File: config.mk
export PLATFORM = sky130hd
export DESIGN_NAME = ram_port_arbiter
export DESIGN_NICKNAME = d
export VERILOG_FILES = /design/src/rtl/ram_port_arbiter.sv
export SDC_FILE = /design/constraint.sdc
export NUM_CORES = 1
export LEC_CHECK = 0
export CAP_MARGIN = 20
export CORE_MARGIN = 4
export CORE_UTILIZATION = 25
export CTS_BUF_LIST = sky130_fd_sc_hd__clkbuf_8
export DETAILED_ROUTE_END_ITERATION = 16
export PLACE_DENSITY = 0.86
export SYNTH_ARGS = -nofsm -noshare
export SYNTH_HDL_FRONTEND = slang
export SYNTH_SLANG_ARGS = --single-unit
File: constraint.sdc
create_clock -name CLK -period 3 [get_ports CLK]
set_clock_uncertainty 0.2 [all_clocks]
set_input_delay 0.45 -clock CLK [delete_from_list [all_inputs] [get_ports CLK]]
set_output_delay 0.45 -clock CLK [all_outputs]
set_load 0.02 [all_outputs]
File: src/rtl/ram_port_arbiter.sv
// Round-robin arbiter that shares one port of a 512x8 synchronous block RAM between two masters.
// Optional locked-burst priority is enabled by defining RAMARB_LOCK_EN.
module ram_port_arbiter #(
  parameter int AW       = 9,
  parameter int DW       = 8,
  parameter int MAX_LOCK = 8
) (
  input  logic          CLK,
  input  logic          RST_N,
  input  logic          m0_req,
  input  logic          m0_we,
  input  logic [AW-1:0] m0_addr,
  input  logic [DW-1:0] m0_wdata,
  input  logic          m0_lock,
  output logic          m0_gnt,
  output logic          m0_rvalid,
  output logic [DW-1:0] m0_rdata,
  input  logic          m1_req,
  input  logic          m1_we,
  input  logic [AW-1:0] m1_addr,
  input  logic [DW-1:0] m1_wdata,
  input  logic          m1_lock,
  output logic          m1_gnt,
  output logic          m1_rvalid,
  output logic [DW-1:0] m1_rdata,
  output logic          ram_en,
  output logic          ram_we,
  output logic [AW-1:0] ram_addr,
  output logic [DW-1:0] ram_di,
  output logic          ram_rst,
  input  logic [DW-1:0] ram_do
);

  // Handshake: a master holds req (and its fields) until it sees gnt in the
  // same cycle; a read's data arrives as a one-cycle rvalid on the next cycle.

  typedef enum logic [1:0] {
    RD_NONE = 2'd0,
    RD_M0   = 2'd1,
    RD_M1   = 2'd2
  } rd_owner_t;

  rd_owner_t rd_owner, rd_owner_nxt;
  logic      last_winner;  // 0 = M0 won last, 1 = M1 won last
  logic      pick_m1;
  logic      lock_hold;

`ifdef RAMARB_LOCK_EN
  logic [7:0] lock_cnt;
  logic       win_lock;

  // The previous winner keeps a tie while it is mid-burst and still asserts req+lock.
  assign lock_hold = (lock_cnt != 8'd0) && (lock_cnt < 8'(MAX_LOCK)) &&
                     (last_winner ? (m1_req && m1_lock) : (m0_req && m0_lock));
  assign win_lock  = m1_gnt ? m1_lock : m0_lock;

  always_ff @(posedge CLK or negedge RST_N) begin
    if (!RST_N) begin
      lock_cnt <= 8'd0;
    end else if (!(m0_gnt || m1_gnt)) begin
      lock_cnt <= 8'd0;
    end else if (lock_cnt == 8'(MAX_LOCK)) begin
      lock_cnt <= 8'd0;
    end else if (win_lock) begin
      lock_cnt <= (lock_cnt != 8'd0 && m1_gnt == last_winner) ? lock_cnt + 8'd1 : 8'd1;
    end else begin
      lock_cnt <= 8'd0;
    end
  end
`else
  logic unused_lock;
  assign lock_hold   = 1'b0;
  assign unused_lock = m0_lock ^ m1_lock;
`endif

  always_comb begin
    pick_m1 = m1_req;
    if (m0_req && m1_req) begin
      pick_m1 = lock_hold ? last_winner : ~last_winner;
    end
    m0_gnt = RST_N && m0_req && !pick_m1;
    m1_gnt = RST_N && m1_req && pick_m1;
  end

  always_comb begin
    ram_en   = m0_gnt || m1_gnt;
    ram_we   = 1'b0;
    ram_addr = '0;
    ram_di   = '0;
    if (m1_gnt) begin
      ram_we   = m1_we;
      ram_addr = m1_addr;
      ram_di   = m1_wdata;
    end else if (m0_gnt) begin
      ram_we   = m0_we;
      ram_addr = m0_addr;
      ram_di   = m0_wdata;
    end
  end

  always_comb begin
    rd_owner_nxt = RD_NONE;
    if (m0_gnt && !m0_we) rd_owner_nxt = RD_M0;
    if (m1_gnt && !m1_we) rd_owner_nxt = RD_M1;
  end

  always_ff @(posedge CLK or negedge RST_N) begin
    if (!RST_N) begin
      last_winner <= 1'b1;
      rd_owner    <= RD_NONE;
    end else begin
      if (m0_gnt || m1_gnt) last_winner <= m1_gnt;
      rd_owner <= rd_owner_nxt;
    end
  end

  assign m0_rvalid = (rd_owner == RD_M0);
  assign m1_rvalid = (rd_owner == RD_M1);
  assign m0_rdata  = ram_do;
  assign m1_rdata  = ram_do;
  assign ram_rst   = 1'b0;

endmodule

==> flow_metrics.tcl <==
set metrics [dict create \
    synth_common_cells "38 x nand2_1, 18 x buf_4, 18 x o22ai_1" \
    ctsResizeCount 0 \
    setup_viol 0 \
    port-buffer-count 62 \
    fmaxAchievable_mhz 367 \
    ant_nets 0 \
    drtIter0Drc 8 \
    synth_top_area_cell "nand2_1" \
    r2r_start "last_winner$_DFFE_PN1P_" \
    gp_congestion 0.781 \
    worstPathArrival_ps 2070 \
    cts_sinks 3 \
    ir_worst_vdd_v 0.000174 \
    cp_slowest_cell "clkdlybuf4s50_1" \
    grt_pass1_wl_mm 3.33 \
    insertion_delay_ps 220 \
    synthMostInstantiatedCell "nand2_1" \
    wl_met3_microns 182 \
    cts_tree "yes" \
    wl_per_cell_microns 12.7 \
    grt_pass1_vias 818 \
    max-clock-path-buffers 2 \
    die_w_microns 56.6 \
    hold_viol 0 \
    rsz0062_at_grt "no" \
    grt_max_degree 43 \
    htree_levels 1 \
    cts_buffers 3 \
    viasPerCell 4.59 \
    clk_pin_slew_worst_paths_ps 30 \
    drt-met1-wl_microns 728 \
    p_per_area_nw_per_um2 320 \
    synth_mux_area_share_pct 0 \
    clockRootBuffer "clkbuf_8" \
    syn_avg_cell_area_sq_um 6.01 \
    synthDistinctLibCells 16 \
    cpPeakStageDelay_ps 640 \
    start_util_pct 26.4 \
    synthArstFlopShare_pct 100 \
    core_area_sq_um 2230 \
    yosys_warnings 0 \
    drive_gt1_share_pct 7.64 \
    pin_count 90 \
    wl_met2_mm 1.21 \
    die_h_microns 56.6 \
    vias 789 \
    track_usage_pct 13.1 \
    ys_seq_area_share_pct 13.0 \
    syn_area_sq_um 589 \
    placed_cell_area_sq_um 1110 \
    ys_top_cells_by_area "nand2_1 24%, buf_4 23%, o22ai_1 19%" \
    synth-compound-area-share_pct 22.5 \
    antenna_cells 0 \
    postCtsSetupRepairBufs 0 \
    netlist_instances 98 \
    area_growth_pct 95.3 \
    hpwlAfterDp_mm 1.79 \
    synth_top_family_by_area "buffers and inverters" \
    endpoint_kind "output port" \
    hold_path.class "reg2reg" \
    finalCriticalPeriod_ps 2720 \
    syn_nets 148 \
    startpoint_type "input port" \
    synth_flop_cell "dfrtp_1" \
    synth.ff_latch_count 3 \
    netlist.area_leader.share_pct 24.2 \
    slew_viol_final 0 \
    synthAdderAreaFrac_pct 0 \
    crit_fanout 11 \
    num_rows 17 \
    firstDrtPassIters 4 \
    critPathCapture "ram_di[6]" \
    crit_path_frequent_cell "clkdlybuf4s50_1" \
    timing.rr.end "rd_owner[1]$_DFF_PN0_" \
    antenna_found_initial 0 \
    yosys.area_share.simple_pct 30.6 \
    routed_wl_mm 2.19 \
    crit_type "in2out" \
    finalNetCount 195 \
    cap_violations 0 \
    cellLeakagePower_nw 0.467 \
    drc 0 \
    crit_start "m0_req" \
    crit_path_cell_trace "clkdlybuf4s50_1 -> o21ai_2 -> buf_4 -> o22ai_1 -> clkdlybuf4s50_1" \
    status "finished, final reports clean" \
    min_from "last_winner$_DFFE_PN1P_" \
    period_share_pct 90.8 \
    highest_layer "met4" \
    postCtsHoldBufs 0 \
    overflow 0 \
    r2r_setup_slack_ps 1770 \
    ff2ff_path_depth 4 \
    synth-xor-area-share_pct 0 \
    die_area_sq_um 3200 \
    synth-edff-count 0 \
    setup_tns_ps 0 \
    crit_required_ps 2350 \
    fin_area_sq_um 1150 \
]
[critical path: cells and delay by family]
family,cells,cell delay [ps]
compound gates,2,260
buf+inv,3,1360
[per-layer routing]
metal / global-route usage, % / up-vias
met4: 9.15 / 0
met5: 0 / -
li1: - / 399
met2: 26.1 / 34
met3: 3.91 / 12
met1: 10.4 / 344
[area by class of cell]
type                            count  area (sq um)
Timing Repair Buffer               67           671
Tap cell                           28          35.0
Inverter                            2          7.51
Sequential cell                     3          76.3
Fill cell                         231          1080
Clock buffer                        3          41.3
Multi-Input combinational cell     68           317
Clock inverter                      1          3.75
[worst min path at each step]
stage                              end  slack [ps]  cells past startpoint
2_1_floorplan    rd_owner[0]$_DFF_PN0_         -50                      0
3_3_place_gp   last_winner$_DFFE_PN1P_         320                      2
3_5_place_dp   last_winner$_DFFE_PN1P_         330                      2
4_1_cts        last_winner$_DFFE_PN1P_         340                      2
5_1_grt        last_winner$_DFFE_PN1P_         370                      2
6_report       last_winner$_DFFE_PN1P_         340                      2
[cells in the final DEF, fill, tap and decap left out, drive strengths merged]
cell type and instances:
o21ai 1, dfstp 1, buf 5, o22ai 18
a21oi 1, inv 3, clkbuf 3, nor3 2
nand2 38, a31oi 1, dfrtp 2, clkdlybuf4s50 62
nor2 4, nor2b 2, conb 1
[state kept, by name, summed over array words and instances, names as in the netlist]
| register | count |
|---|---|
| rd_owner | 2 |
| last_winner | 1 |
[cell families (layout without fill, tap and decap cells)]
kind of cell / count (synthesis) / after routing
AO/OA/AOI/OAI: 21 / 21
buffers and inverters: 27 / 73
flip-flops: 3 / 3
other: 1 / 1
AND/OR/NAND/NOR: 46 / 46
[power breakdown]
part           total [mW]  switching [mW]  internal (mW)
logic               0.197          0.0879          0.109
registers          0.0505         0.00390         0.0466
clock network       0.121          0.0333         0.0877
total               0.369           0.125          0.244
[stage by stage]
stage	setup slack, ps	utilization [%]	std cells	power, mW	hold WS, ps
detailed placement	285	49.5	168	0.249	334
global route	182	51.5	172	0.383	368
floorplan	1240	-	98	0.173	-45.6
finish	275	51.5	172	0.369	337
CTS	266	51.5	172	0.373	337
global placement	310	49.5	168	0.243	325
Note: power is estimated with default switching activity, not from simulation.
